## src/rtl/host_queue_scheduler.sv

```systemverilog
// host_queue_scheduler: picks TS (round-robin over occupied RAM slots, strict priority) or NTS FIFO descriptors
// and hands them out on valid/ready; define HQS_NTS_ANTISTARVE_EN to force an NTS grant after TS_BURST_MAX TS grants.
module host_queue_scheduler #(
  parameter int RD_LATENCY   = 2,
  parameter int TS_BURST_MAX = 8
) (
  input  logic        i_clk,
  input  logic        i_rst_n,
  input  logic        i_ts_descriptor_wr,
  input  logic [4:0]  iv_ts_descriptor_waddr,
  output logic [31:0] ov_ts_cnt,
  output logic        o_ts_ram_rd,
  output logic [4:0]  ov_ts_ram_raddr,
  input  logic [12:0] iv_ts_ram_rdata,
  input  logic        i_nts_fifo_empty,
  output logic        o_nts_fifo_rd,
  input  logic [12:0] iv_nts_fifo_rdata,
  output logic [12:0] ov_descriptor,
  output logic        o_descriptor_ts,
  output logic        o_descriptor_valid,
  input  logic        i_descriptor_ready,
  output logic        o_ts_conflict_pulse,
  output logic [15:0] ov_ts_sched_cnt,
  output logic [15:0] ov_nts_sched_cnt
);
  typedef enum logic [2:0] {IDLE, TS_RD, NTS_RD, WAIT, OUT} state_t;
  state_t state, state_nxt;
  logic [4:0] ptr, slot, sel, idx;
  logic [1:0] wcnt;
  logic found, nts_turn, grant_ts, grant_nts, latch, src_ts;

  always_comb begin
    found = 1'b0;
    sel = '0;
    idx = '0;
    for (int i = 1; i <= 32; i++) begin
      idx = ptr + 5'(i);
      if (!found && ov_ts_cnt[idx]) begin
        found = 1'b1;
        sel = idx;
      end
    end
  end

`ifdef HQS_NTS_ANTISTARVE_EN
  logic [7:0] burst;
  assign nts_turn = burst >= 8'(TS_BURST_MAX) && !i_nts_fifo_empty;
  always_ff @(posedge i_clk or negedge i_rst_n)
    if (!i_rst_n) burst <= '0;
    else if (!found || grant_nts) burst <= '0;
    else if (grant_ts && burst != 8'hff) burst <= burst + 8'd1;
`else
  assign nts_turn = 1'b0;
`endif

  assign grant_ts = state == IDLE && found && !nts_turn;
  assign grant_nts = state == IDLE && !i_nts_fifo_empty && !grant_ts;
  assign o_ts_ram_rd = state == TS_RD;
  assign o_nts_fifo_rd = state == NTS_RD;
  assign ov_ts_ram_raddr = slot;

  always_ff @(posedge i_clk or negedge i_rst_n)
    if (!i_rst_n) state <= IDLE;
    else state <= state_nxt;

  always_comb begin
    state_nxt = state;
    latch = 1'b0;
    unique case (state)
      IDLE: state_nxt = grant_ts ? TS_RD : grant_nts ? NTS_RD : IDLE;
      TS_RD, NTS_RD: begin
        latch = RD_LATENCY == 1;
        state_nxt = latch ? OUT : WAIT;
      end
      WAIT: begin
        latch = wcnt == 2'(RD_LATENCY - 2);
        state_nxt = latch ? OUT : WAIT;
      end
      OUT: state_nxt = i_descriptor_ready ? IDLE : OUT;
      default: state_nxt = IDLE;
    endcase
  end

  always_ff @(posedge i_clk or negedge i_rst_n) begin
    if (!i_rst_n) begin
      ptr <= 5'd31;
      slot <= '0;
      src_ts <= 1'b0;
      wcnt <= '0;
      ov_ts_cnt <= '0;
      o_ts_conflict_pulse <= 1'b0;
      ov_descriptor <= '0;
      o_descriptor_ts <= 1'b0;
      o_descriptor_valid <= 1'b0;
      ov_ts_sched_cnt <= '0;
      ov_nts_sched_cnt <= '0;
    end else begin
      ov_ts_cnt <= (ov_ts_cnt & ~(o_ts_ram_rd ? 32'd1 << slot : 32'd0))
                 | (i_ts_descriptor_wr ? 32'd1 << iv_ts_descriptor_waddr : 32'd0);
      o_ts_conflict_pulse <= i_ts_descriptor_wr && ov_ts_cnt[iv_ts_descriptor_waddr];
      wcnt <= state == WAIT ? wcnt + 2'd1 : 2'd0;
      if (grant_ts) slot <= sel;
      if (grant_ts || grant_nts) src_ts <= grant_ts;
      if (o_ts_ram_rd) ptr <= slot;
      if (latch) begin
        ov_descriptor <= src_ts ? iv_ts_ram_rdata : iv_nts_fifo_rdata;
        o_descriptor_ts <= src_ts;
        o_descriptor_valid <= 1'b1;
      end
      if (state == OUT && i_descriptor_ready) begin
        o_descriptor_valid <= 1'b0;
        if (o_descriptor_ts) ov_ts_sched_cnt <= ov_ts_sched_cnt + 16'd1;
        else ov_nts_sched_cnt <= ov_nts_sched_cnt + 16'd1;
      end
    end
  end
endmodule

```

## config.mk

```make
export PLATFORM = sky130hd
export DESIGN_NAME = host_queue_scheduler
export DESIGN_NICKNAME = d
export VERILOG_FILES = /design/src/rtl/host_queue_scheduler.sv
export SDC_FILE = /design/constraint.sdc
export NUM_CORES = 1
export LEC_CHECK = 0
export BUFFER_PORTS_ARGS = -buffer_cell sky130_fd_sc_hd__buf_4
export CELL_PAD_IN_SITES_DETAIL_PLACEMENT = 1
export CELL_PAD_IN_SITES_GLOBAL_PLACEMENT = 1
export CORE_ASPECT_RATIO = 1.25
export CORE_MARGIN = 2
export CORE_UTILIZATION = 50
export DETAILED_ROUTE_END_ITERATION = 10
export MAX_ROUTING_LAYER = met4
export PLACE_DENSITY = 0.84
export SKIP_LAST_GASP = 1
export SYNTH_ARGS = -nofsm -noshare
export SYNTH_HDL_FRONTEND = slang
export SYNTH_SLANG_ARGS = --single-unit
```

## constraint.sdc

```tcl
create_clock -name i_clk -period 17.6 [get_ports i_clk]
set_input_delay 1.76 -clock i_clk [delete_from_list [all_inputs] [get_ports i_clk]]
set_output_delay 1.76 -clock i_clk [all_outputs]
set_load 0.005 [all_outputs]
```

# Yosys cells after proc, flatten, opt, wreduce, memory -nomap -nowiden
# Cells that the tools add are included.
# totals
register_bits,96
in_bits,36
elab_cells,307
# classes
add_sub_neg,34
order_cmp,33
eq_ne,4
shifts,2
muxes,142
bitwise_logic,4
reduce_logical,76
# ops
op,count
$lt A5 B6 Y1 const B,33
$bmux W1 S5,33
$mux W5,32
$add A5 B5 Y5 const B,16
$mux W1,68
$mux W32,2
$shl A1 B5 Y32 const A,2
$add A5 B4 Y5 const B,8
$logic_and A1 B1 Y1,36
$logic_not A1 Y1,33
$add A16 B1 Y16 const B,2
$and A32 B32 Y32,1
$not A32 Y32,1
$or A32 B32 Y32,1
$add A5 B3 Y5 const B,4
$mux W13,1
$pmux W3 S4,1
$add A5 B2 Y5 const B,2
$eq A3 B2 Y1 const B,2
$mux W2,3
$mux W3,2
$add A5 B1 Y5 const B,1
$reduce_and A2 Y1,2
$eq A3 B1 Y1 const B,1
8 further kinds,8

# Longest topological paths before layout
# Gate-level depths: netlist of the first run.
# logic_depth
depth_word,103
mapped_depth,23
mapped_depth_nobuf,14

# Least setup slack after synthesis of the first run
# OpenSTA, ideal clock, no wires.
# synth_path
kind,register to register
startpoint,register ptr[1]
endpoint,"register slot[1], in the netlist ov_ts_ram_raddr[1]"
arrival_ps,5935
slack_ps,11522
stages_incl_launch_ff,21
n_path_buf,7
synth_period_minus_slack_ps,6078
path_cell_list,dfstp_2 buf_2 buf_2 buf_1 clkbuf_1 clkinv_1 ha_1 clkbuf_1 mux4_2 buf_2 mux4_2 mux2_4 or3_1 buf_6 or4b_4 nor3_1 nand2_1 o211ai_2 o2111ai_1 o21ai_1 a211oi_1
# synth_between
elab_chain_len,98
# synth_rtl
element,line,source
start: declaration,28,"logic [4:0] ptr, slot, sel, idx;"
start signal: assignment,104,if (o_ts_ram_rd) ptr <= slot;
$add A5 B1 Y5,37,idx = ptr + 5'(i);
$bmux W1 S5,38,if (!found && ov_ts_cnt[idx]) begin
$mux W1 (implied by the code),38,
$mux W1,38,
$logic_not A1 Y1,38,
$logic_and A1 B1 Y1,38,
$mux W1,38,
$logic_not A1 Y1,38,
(+82 left out),-,
$mux W1,38,
$logic_not A1 Y1,38,
$logic_and A1 B1 Y1,38,
$mux W1,38,
$logic_not A1 Y1,38,
$logic_and A1 B1 Y1,38,
$mux W1,38,
$logic_and A1 B1 Y1,56,assign grant_ts = state == IDLE && found && !nts_turn;
end signal: assignment,102,if (grant_ts) slot <= sel;
end: declaration,28,
# Several ways; a longest one is shown, not always the timed one. The select of a mux whose other input is x is not followed.
# A chain may end at the register's enable or synchronous reset.

# Worst setup path in the final report of the first run
# layout_path
startpoint,register ptr[1]
endpoint,"register slot[3], in the netlist ov_ts_ram_raddr[3]"
# Same word-level chain as after synthesis.

==> summary.md, run 1 <==
| Metric | Value |
|---|---|
| TritonCTS clock tree | done |
| Final Net Count | 1230 |
| Antenna-violating nets left | 0 |
| DR WL met2 | 20.58 mm |
| Initial core utilization | 50.81% |
| Number of diodes | 0 |
| Chip width | between 100 and 150 microns |
| Worst Tran Pin Value | 1.217 ns |
| Post-route DRC | 0 |
| Min-Delay Startpoint | ov_nts_sched_cnt[15]$_DFFE_PN0P_ |
| Post-synth EDFFs | 0 |
| First-pass GRT wire length | between 60 and 70 mm |
| Tcrit/Tclk final | between 30 and 40% |
| Register cell area after layout | 2409 sq um |
| Max-slew violations | 0 |
| Yosys warning total | 0 |
| Fmax | between 0.15 and 0.2 GHz |
| Setup bufs post-CTS | 0 |
| Fraction of registers with async set/reset | 100.0% |
| Synth-to-layout area growth | 14.47% |
| Place WS | 11.27 ns |
| Total Power | 0.002869 W |
| Die outline height | 163.8 microns |
| DR iter-0 viols | 1029 |
| R2r startpoint | ptr[1]$_DFFE_PN1P_ |
| Die area | around 22000 sq um |
| Layout cells sized above 1 | 25.78% |
| Max Cap Viol | 0 |
| IO Port Bufs | 122 |
| Post-synthesis cell area | 10210 sq um |
| CP startpoint kind | flop |
| RSZ-0062 raised after global routing | false |
| Number of synthesized register bits | 96 |
| H-tree levels | 3 |
| Clock Path Buffers | 2 |
| Via density per instance | approximately 7.3 |
| CTS resizes | 0 |
| Library cells used by synthesis | 77 |
| Vias in the first global route | 11062 |
| CP Launch Point | ptr[1]$_DFFE_PN1P_ |
| TNS Setup | 0 ns |
| Synth Area in Compound Gates | approximately 17% |
| Latest clock arrival within the worst-skew pair | 0.35 ns |
| Post-Synthesis Cells | 1081 |
| Final Hold Fails | 0 |
| Clock sink total | 96 |
| Seq/Total Area, Yosys | between 20% and 30% |
| Cell Pwr Density | about 250 nW/um^2 |
| Worst Skew | 0.01064 ns |
| # hold bufs at CTS | 0 |
| Fin worst setup slack | between 10 and 15 ns |
| Metal-1 WL | 15.15 mm |
| Arr. time, crit path | 6.72 ns |
| Routed WL | 43.31 mm |
| Area of the multi-input gates | 7435 sq um |
| Routed met3 length | 3.810 mm |
| Grt ovf | 0 |
| Critical path class | reg2reg |
| Post-Synth XOR/XNOR Area | 4.802% |
| GPL Wtd Cong | 1.041 |
| Gr usage total | 41.42% |
| # setup viols final | 0 |
| Total iterations of the first detailed-routing run | 5 |
| Peak VDD IR | around 110 uV |
| FILL cells | around 2300 |
| Largest net degree at the start of global routing | 64 |
| Min-delay worst type | reg2reg |
| Reg clk slew, reported paths | around 0.08 ns |
| Via Count | about 11000 |
| Core Region | 20100 sq um |
| Simple-Gate Fraction of Synth Area | 17.37% |
| Status | completed |
| Total CTS buffers | 9 |
| Routed len/inst | 29.81 microns |
| Initial antenna violation count | 0 |
| Critical Path Sink Type | flop |
| Clock root buffer | clkbuf_16 |
| Tmin final | 6.490 ns |
| Ys flop type | dfrtp_1 |
| Post-Syn Nets | 1133 |
| WP data required | 17.83 ns |
| Highest metal used | met4 |
| Worst hold margin | ~0.48 ns |
| Row count | 58 |
| P_leak | 4.596 nW |
| Largest family of logic cells by synthesized area | multiplexers |
| Mean instance size in the synthesized netlist | between 9 and 10 sq um |
| Adder-cell share of the synthesized area | ~2.0% |
| Final HPWL DP | ~32 mm |
| CP Max Fanout | 27 |
| Mux cell area share after synthesis | between 30% and 40% |
| Max_slew headroom | 18.30% |
| Ports | 123 |
flip-flops by register name, indices dropped and copies added (netlist names):
| register | cells |
|---|---|
| state | 3 |
| src_ts | 1 |
| ov_nts_sched_cnt | 16 |
| ov_ts_sched_cnt | 16 |
| ov_descriptor | 13 |
| ov_ts_ram_raddr | 5 |
| wcnt | 2 |
| ptr | 5 |
| o_descriptor_ts | 1 |
| o_ts_conflict_pulse | 1 |
| ov_ts_cnt | 32 |
| o_descriptor_valid | 1 |
where the power goes:
group	switching (W)	internal (W)
clock	0.0000985	0.000101
combinational	0.00136	0.000884
sequential	0.000146	0.000284
total	0.00160	0.00127
synthesized netlist by cell type, drive strengths merged (6+ instances only):
master / number / area share [%]
o21ai: 127 / 6.2
nand2: 122 / 4.5
dfrtp: 91 / 22
mux4: 89 / 20
mux2i: 78 / 7.6
xnor2: 46 / 3.9
nor2: 45 / 1.7
a21oi: 43 / 2.1
nand3: 42 / 2.1
clkbuf: 40 / 1.5
mux2: 37 / 4.1
inv: 26 / 0.96
nor3: 26 / 1.3
buf: 21 / 1.3
nor2b: 21 / 1.3
nand4: 17 / 1.0
ha: 16 / 2.0
nand2b: 15 / 0.92
and3: 11 / 0.67
xor2: 10 / 0.86
a31oi: 9 / 0.55
and2: 9 / 0.58
o211ai: 9 / 0.71
a211oi: 8 / 0.59
or3: 8 / 0.54
a22oi: 7 / 0.51
nor4: 7 / 0.78
o22ai: 7 / 0.43
a221oi: 6 / 0.51
o2111ai: 6 / 0.51
cell families (layout without fill, tap and decap cells):
family / count (synthesis) / after routing
adders and majority gates: 16 / 16
buffers and inverters: 90 / 192
AOI/OAI and AO/OA: 273 / 273
and+or+nand+nor: 346 / 346
DFF: 96 / 96
muxes: 204 / 204
xor gates and xnor gates: 56 / 56
cells in the final DEF, fill, tap and decap left out, types with 9 or more instances in the layout:
master,instances
buf_4,147
o21ai_0,122
nand2_1,121
dfrtp_1,91
mux2i_1,78
mux4_2,74
nor2_1,45
xnor2_1,44
a21oi_1,43
nand3_1,41
mux2_2,36
nor3_1,25
inv_1,24
nor2b_1,21
nand4_1,17
ha_1,16
nand2b_1,15
mux4_1,15
and3_1,11
xor2_1,10
a31oi_1,9
clkbuf_16,9
routing by layer:
layer	track usage [%]	up-vias
li1	-	4363
met1	47.59	5303
met2	66.85	718
met3	5.988	228
met4	30.14	0
met5	-	-
area by class of cell:
type	count	area share [%]
Clock inverter	7	0.6207
Multi-Input combinational cell	895	63.59
Sequential cell	96	20.60
Tap cell	270	2.890
Inverter	29	0.9311
Timing Repair Buffer	147	9.439
Clock buffer	9	1.926
worst max-delay path, cell delays in order (launching register included):
cell,delay [ns]
dfstp_2,0.54
clkinv_1,0.48
ha_1,0.51
buf_4,0.34
mux4_1,0.53
mux4_2,0.54
mux2_4,0.33
or3_1,0.57
or4b_4,0.65
nor4_4,0.81
nand3b_1,0.27
o32a_1,0.40
nor4bb_1,0.16
a21oi_1,0.13
o21ai_1,0.08
path summary, 6_finish.rpt:
check,to,slack (ns),cells after the start
worst max-delay path,ov_ts_ram_raddr[3]$_DFFE_PN0P_,11.11,14
worst max register to register,ov_ts_ram_raddr[3]$_DFFE_PN0P_,11.11,14
min in group asynchronous,ov_ts_sched_cnt[13]$_DFFE_PN0P_,1.34,1
worst min register to register,ov_nts_sched_cnt[15]$_DFFE_PN0P_,0.48,1
max in group asynchronous,ov_nts_sched_cnt[13]$_DFFE_PN0P_,15.07,2
worst min-delay path,ov_nts_sched_cnt[15]$_DFFE_PN0P_,0.48,1
through the flow:
stage               cell area [sq um]  util [%]  cells
floorplan                       10210         -   1081
global placement                11390     56.68   1437
detailed placement              11390     56.68   1437
CTS                             11690     58.16   1453
global route                    11690     58.16   1453
finish                          11690     58.16   1453
(Power assumes the default switching activity.)
==> inputs of run 2 (changes only) <==
--- a/config.mk
+++ b/config.mk
@@ -5,15 +5,16 @@
 export SDC_FILE = /design/constraint.sdc
 export NUM_CORES = 1
 export LEC_CHECK = 0
+export ABC_AREA = 1
 export BUFFER_PORTS_ARGS = -buffer_cell sky130_fd_sc_hd__buf_4
 export CELL_PAD_IN_SITES_DETAIL_PLACEMENT = 1
 export CELL_PAD_IN_SITES_GLOBAL_PLACEMENT = 1
 export CORE_ASPECT_RATIO = 1.25
 export CORE_MARGIN = 2
-export CORE_UTILIZATION = 50
+export CORE_UTILIZATION = 41
 export DETAILED_ROUTE_END_ITERATION = 10
 export MAX_ROUTING_LAYER = met4
-export PLACE_DENSITY = 0.84
+export PLACE_DENSITY = 0.78
 export SKIP_LAST_GASP = 1
 export SYNTH_ARGS = -nofsm -noshare
 export SYNTH_HDL_FRONTEND = slang
==> constraint.sdc (replaced) <==
create_clock -name i_clk -period 6.7 [get_ports i_clk]
set_input_delay 0.67 -clock i_clk [delete_from_list [all_inputs] [get_ports i_clk]]
set_output_delay 0.67 -clock i_clk [all_outputs]
set_load 0.005 [all_outputs]
==> run 2 against run 1 <==
Against the previous run: sequential cell count stayed put; die area is 1.4% higher; largest cell class unchanged; utilization shrank 9.1 points; clock-buffer cell count up 1; synthesized cell count is 21% higher; sequential share of layout area increased by 3.7 points; register-to-register slack got worse by 9.9 ns; via count decreased by 7.7%; routed wire length fell by 16%; global-route usage shrank 7.2 points; synthesized area shrank 17%; clock skew rose by 0.0026 ns.
==> summary.md, run 2 <==
| Metric | Value |
|---|---|
| Fin worst setup slack | around 1.2 ns |
| Vias in the first global route | approximately 10000 |
| Antenna-violating nets left | 0 |
| Worst Tran Pin Value | 1.142 ns |
| Worst Skew | 0.01319 ns |
| Tcrit/Tclk final | 81.86% |
| H-tree levels | 3 |
| Reg clk slew, reported paths | about 0.07 ns |
| First-pass GRT wire length | approximately 56 mm |
| Chip width | 132.7 microns |
| WP data required | 6.94 ns |
| M2 GR Usage | 58.90% |
| Max Cap Viol | 0 |
| Die area | ~22000 sq um |
| RR Endpoint | ov_ts_ram_raddr[3]$_DFFE_PN0P_ |
| Critical path class | reg2reg |
| TritonCTS clock tree | done |
| Routed len/inst | 21.56 microns |
| Post-Synthesis Cells | 1310 |
| Top-count cell post-synth | nand2_1 |
| Place WS | approximately 1.3 ns |
| Fmax | 0.1823 GHz |
| Synth-to-layout area growth | 16.93% |
| Layer with the highest usage | met2 |
| Min-delay worst type | in2async |
| Layout cells sized above 1 | 14.55% |
| Slowest cell on crit path | ha_1 |
| Initial antenna violation count | 0 |
| Largest net degree at the start of global routing | between 60 and 70 |
| R2R Setup Slk | 1.22 ns |
| Total iterations of the first detailed-routing run | 5 |
| Biggest register | ov_ts_cnt |
| Mean instance size in the synthesized netlist | 6.483 sq um |
| Commonest non-fill, non-tap cell in the layout | nand2_1 |
| Seq/Total Area, Yosys | between 20 and 30% |
| Final HPWL DP | 28.17 mm |
| Ports | 123 |
| Clock Path Buffers | 2 |
| IO Port Bufs | 122 |
| RSZ-0062 raised after global routing | false |
| CP startpoint kind | flop |
| Fraction of met3 tracks used by global routing | 3.161% |
| Largest register FFs | 32 |
| Yosys warning total | 0 |
| Fraction of registers with async set/reset | 100.0% |
| Initial core utilization | a little over two fifths |
| Clock sink total | 96 |
| Via density per instance | around 5.8 |
| DR iter-0 viols | approximately 630 |
| Gr usage total | between 30 and 40% |
| CTS resizes | 0 |
| CP peak stage delay | 0.64 ns |
| Setup bufs post-CTS | 0 |
| GPL Wtd Cong | a little under 1 |
| CP Max Fanout | 32 |
| Clock root buffer | clkbuf_16 |
| Post-synth EDFFs | 0 |
| Final Hold Fails | 0 |
| Top post-synthesis cells by area | dfrtp_1 27%, nand3_1 15%, nand2_1 13% |
| Number of diodes | 0 |
| Latest clock arrival within the worst-skew pair | 0.35 ns |
| Max-slew violations | 0 |
| Number of synthesized register bits | 96 |
| Library cells used by synthesis | 49 |
| Synth cell count leaders | 296 x nand2_1, 260 x nand3_1, 153 x nor2_1 |
| Grt ovf | 0 |
| Via Count | 9797 |
| Arr. time, crit path | 5.73 ns |
| TNS Setup | 0 ns |
| Core Region | slightly above 20000 sq um |
| Most frequent cells in the layout | 296 x nand2_1, 260 x nand3_1, 153 x nor2_1 |
| FILL cells | 2741 |
| Routed WL | 36.35 mm |
| Final Net Count | 1464 |
| Post-synthesis cell area | 8493 sq um |
| Tmin final | 5.484 ns |
| Critical Path Sink Type | flop |
| Post-synth top area share | 26.81% |
| Met1 Use GR | 38.16% |
| Biggest regs | ov_ts_cnt: 32 flops, ov_nts_sched_cnt: 16 flops, ov_ts_sched_cnt: 16 flops |
| Die outline height | approximately 160 microns |
| Row count | 58 |
| Dominant cell type by area after synthesis | dfrtp_1 |
| R2R cell count | 28 |
| Post-Syn Nets | around 1400 |
| Status | completed |
| Max_slew headroom | 23.27% |
| # setup viols final | 0 |
| Ys flop type | dfrtp_1 |
| # hold bufs at CTS | 0 |
| Post-route DRC | 0 |
| R2r startpoint | ptr[1]$_DFFE_PN1P_ |
| Total CTS buffers | 9 |
[run 2: area by class of cell]
class                   instances  area, sq um  share of cell area, %
clock buffers                  10        229.0                  2.306
flip-flops and latches         96         2409                  24.25
inverters                     122        457.9                  4.611
multi-input cells            1043         5405                  54.43
well taps                     270        337.8                  3.402
repair buffers                140         1051                  10.58
clock inverters                 5        41.29                 0.4158
[run 2: worst max path at each step]
stage	from	to	cells after the start
2_1_floorplan	ptr[1]$_DFFE_PN1P_	ov_ts_ram_raddr[2]$_DFFE_PN0P_	31
3_3_place_gp	ptr[0]$_DFFE_PN1P_	ov_ts_ram_raddr[1]$_DFFE_PN0P_	31
3_5_place_dp	ptr[1]$_DFFE_PN1P_	ov_ts_ram_raddr[3]$_DFFE_PN0P_	28
4_1_cts	ptr[1]$_DFFE_PN1P_	ov_ts_ram_raddr[3]$_DFFE_PN0P_	28
5_1_grt	ptr[1]$_DFFE_PN1P_	ov_ts_ram_raddr[3]$_DFFE_PN0P_	28
6_report	ptr[1]$_DFFE_PN1P_	ov_ts_ram_raddr[3]$_DFFE_PN0P_	28
[run 2: kinds of logic (layout without fill, tap and decap cells)]
family	after synthesis	in the layout	share of synthesized area, %
AOI/OAI and AO/OA	160	160	10.86
xor gates and xnor gates	48	48	5.392
adders and majority gates	16	16	2.357
buffers and inverters	171	277	7.999
DFF	96	96	28.36
and+or+nand+nor	819	819	45.04
[run 2: stage by stage]
| step | cell area (sq um) | hold WS, ns | instances | utilization [%] |
|---|---|---|---|---|
| global route | 9931 | 0.2941 | 1686 | 49.05 |
| global placement | 9661 | 0.4122 | 1671 | 47.71 |
| CTS | 9931 | 0.2817 | 1686 | 49.05 |
| floorplan | 8493 | 0.3744 | 1310 | - |
| detailed placement | 9661 | 0.4309 | 1671 | 47.71 |
| finish | 9931 | 0.2702 | 1686 | 49.05 |
[run 2: worst max-delay path: cells and delay by family (launching register included)]
kind / cells / cell delay [ns]
and+or+nand+nor: 24 / 3.49
buffers and inverters: 3 / 0.67
adders and majority gates: 1 / 0.64
DFF: 1 / 0.54
[run 2: layer usage]
layer	vias up	routed length, microns
li1	4616	-
met1	4721	14160
met2	328	17970
met3	132	1534
met4	0	2693
met5	-	0
Power of run 2 is not shown: default switching activity piles up to over one toggle a cycle in this logic, so the estimate is an artifact.
==> inputs of run 3 (changes only) <==
--- a/config.mk
+++ b/config.mk
@@ -11,10 +11,10 @@
 export CELL_PAD_IN_SITES_GLOBAL_PLACEMENT = 1
 export CORE_ASPECT_RATIO = 1.25
 export CORE_MARGIN = 2
-export CORE_UTILIZATION = 41
+export CORE_UTILIZATION = 37
 export DETAILED_ROUTE_END_ITERATION = 10
 export MAX_ROUTING_LAYER = met4
-export PLACE_DENSITY = 0.78
+export PLACE_DENSITY = 0.74
 export SKIP_LAST_GASP = 1
 export SYNTH_ARGS = -nofsm -noshare
 export SYNTH_HDL_FRONTEND = slang
==> constraint.sdc (replaced) <==
create_clock -name i_clk -period 4.45 [get_ports i_clk]
set_input_delay 0.445 -clock i_clk [delete_from_list [all_inputs] [get_ports i_clk]]
set_output_delay 0.445 -clock i_clk [all_outputs]
set_load 0.005 [all_outputs]
==> run 3 against run 2 <==
Against the previous run: the run now ends with setup timing left; sequential share of layout area decreased by 3.0 points; clock-buffer cell count rose by 2; sequential cell count is the same; critical path depth is 1 higher; non-clock buffer count is 91 higher; worst setup slack got worse by 1.3 ns; critical endpoint is now ov_ts_ram_raddr[1]$_DFFE_PN0P_; largest cell class unchanged.
==> summary.md, run 3 (same netlist as run 2, synthesis figures left out) <==
| Metric | Value |
|---|---|
| Max_slew headroom | 18.24% |
| Clock root buffer | clkbuf_16 |
| R2R Setup Slk | -0.07 ns |
| Critical path class | reg2reg |
| Min-delay worst type | in2async |
| Routed len/inst | between 20 and 25 microns |
| Cell Area, Placed | ~10000 sq um |
| Total CTS buffers | 9 |
| Largest net degree at the start of global routing | 66 |
| Via density per instance | 5.756 |
| Row count | 62 |
| Initial core utilization | 37.37% |
| M2 GR Usage | 53.19% |
| Biggest regs | ov_ts_cnt: 32 flops, ov_nts_sched_cnt: 16 flops, ov_ts_sched_cnt: 16 flops |
| Clock sink total | 96 |
| # setup viols final | 7 |
| TritonCTS clock tree | done |
| Tcrit/Tclk final | 101.5% |
| Failing checks | setup timing |
| Worst Skew | 0.008369 ns |
| Met1 Use GR | 36.49% |
| CP Launch Point | ptr[1]$_DFFE_PN1P_ |
| Routed WL | 38.85 mm |
| Fmax | 0.2213 GHz |
| Layer with the highest usage | met2 |
| Place WS | -0.1698 ns |
| Tmin final | 4.518 ns |
| Largest register FFs | 32 |
| Grt ovf | 0 |
| CP startpoint kind | flop |
| Fin util | 49.97% |
| Max-slew violations | 0 |
| Layout cells sized above 1 | 25.96% |
| R2r startpoint | ptr[1]$_DFFE_PN1P_ |
| Worst Tran Pin Value | 1.217 ns |
| R2R cell count | 29 |
| RR Endpoint | ov_ts_ram_raddr[1]$_DFFE_PN0P_ |
| Max Cap Viol | 0 |
| Fin area | 11360 sq um |
| Most frequent cells in the layout | 282 x nand2_1, 220 x buf_4, 210 x nand3_1 |
| CP bufs+invs | 3 |
| Slowest cell on crit path | dfstp_2 |
| Gr usage total | 32.19% |
| Fin worst setup slack | -0.06846 ns |
| Antenna-violating nets left | 0 |
| Crit. path cell count | 29 |
| Core Region | 22730 sq um |
| GPL Wtd Cong | 0.9921 |
| CP top delay family | simple AND/OR/NAND/NOR gates |
| RSZ-0062 raised after global routing | true |
| Fraction of met3 tracks used by global routing | 3.564% |
| Chip width | 139.5 microns |
| Critical Path Sink Type | flop |
| H-tree levels | 3 |
| IO Port Bufs | 122 |
| Worst hold margin | 0.1745 ns |
| Die outline height | 173.4 microns |
| Total iterations of the first detailed-routing run | 5 |
| Latest clock arrival within the worst-skew pair | 0.35 ns |
| Worst Setup EP | ov_ts_ram_raddr[1]$_DFFE_PN0P_ |
| CP Max Fanout | 8 |
| Cell mode on critical path | nand4_4 |
| Ports | 123 |
| Number of diodes | 0 |
| Final Hold Fails | 0 |
| Initial antenna violation count | 0 |
| WP data required | 4.73 ns |
| DR iter-0 viols | 606 |
| Clock Path Buffers | 2 |
| Final Net Count | 1557 |
| Reg clk slew, reported paths | roughly 0.070 ns |
| Commonest non-fill, non-tap cell in the layout | nand2_1 |
| First-pass GRT wire length | roughly 60 mm |
| Die area | 24190 sq um |
| Post-route DRC | 0 |
| CP peak stage delay | 0.63 ns |
| Arr. time, crit path | 4.80 ns |
| Synth-to-layout area growth | 33.72% |
| Vias in the first global route | 10647 |
| Final HPWL DP | 29.71 mm |
| Biggest register | ov_ts_cnt |
| Status | finished with violations |
| Via Count | 10350 |
## run 3: final cells by class
cell class	instances	area (sq um)
Clock buffer	12	256.5
Clock inverter	4	51.30
Fill cell	3000	11370
Inverter	122	486.7
Multi-Input combinational cell	1045	5951
Sequential cell	96	2409
Tap cell	288	360.3
Timing Repair Buffer	231	1843
## run 3: metal layers
metal	up-vias	share of wire, %
met3	150	4.4
li1	4809	-
met1	5062	39
met4	0	7.4
met2	329	49
met5	-	0
## run 3: how the worst min path moves through the flow
stage | depth (start not counted) | end | from | slack (ns)
final | 1 | ov_ts_sched_cnt[15]$_DFFE_PN0P_ | i_rst_n | 0.17
after floorplan | 0 | o_descriptor_ts$_DFFE_PN0P_ | i_rst_n | 0.15
after detailed placement | 1 | wcnt[0]$_DFF_PN0_ | wcnt[0]$_DFF_PN0_ | 0.42
after global routing | 1 | ov_ts_sched_cnt[14]$_DFFE_PN0P_ | i_rst_n | 0.25
after CTS | 1 | ov_ts_sched_cnt[15]$_DFFE_PN0P_ | i_rst_n | 0.22
after global placement | 1 | wcnt[0]$_DFF_PN0_ | wcnt[0]$_DFF_PN0_ | 0.41
## run 3: worst reg2reg max path: cells and delay by family (launching register included)
kind	cells	cell delay, ns
flip-flops	1	0.63
adder cells (fa/ha/maj)	1	0.38
AND/OR/NAND/NOR	25	3.11
buffers and inverters	3	0.36
## run 3: metrics by stage
step | setup TNS (ns) | instances
floorplan | -0.2132 | 1310
global placement | -0.2241 | 1744
detailed placement | -1.146 | 1744
CTS | 0 | 1775
global route | -2.238 | 1798
finish | -0.2012 | 1798
## run 3: what timing repair did
| item | 4_1_cts | 5_1_grt |
|---|---|---|
| pin swaps | 6 | 35 |
| gates resized for setup | 22 | 81 |
| setup buffers | 12 | 22 |
| hold buffers | 0 | 0 |
| gates cloned | 3 | 1 |
| hold endpoints to repair | 0 | 0 |
| setup endpoints to repair | 8 | 8 |
Power of run 3 is left out for the same reason.
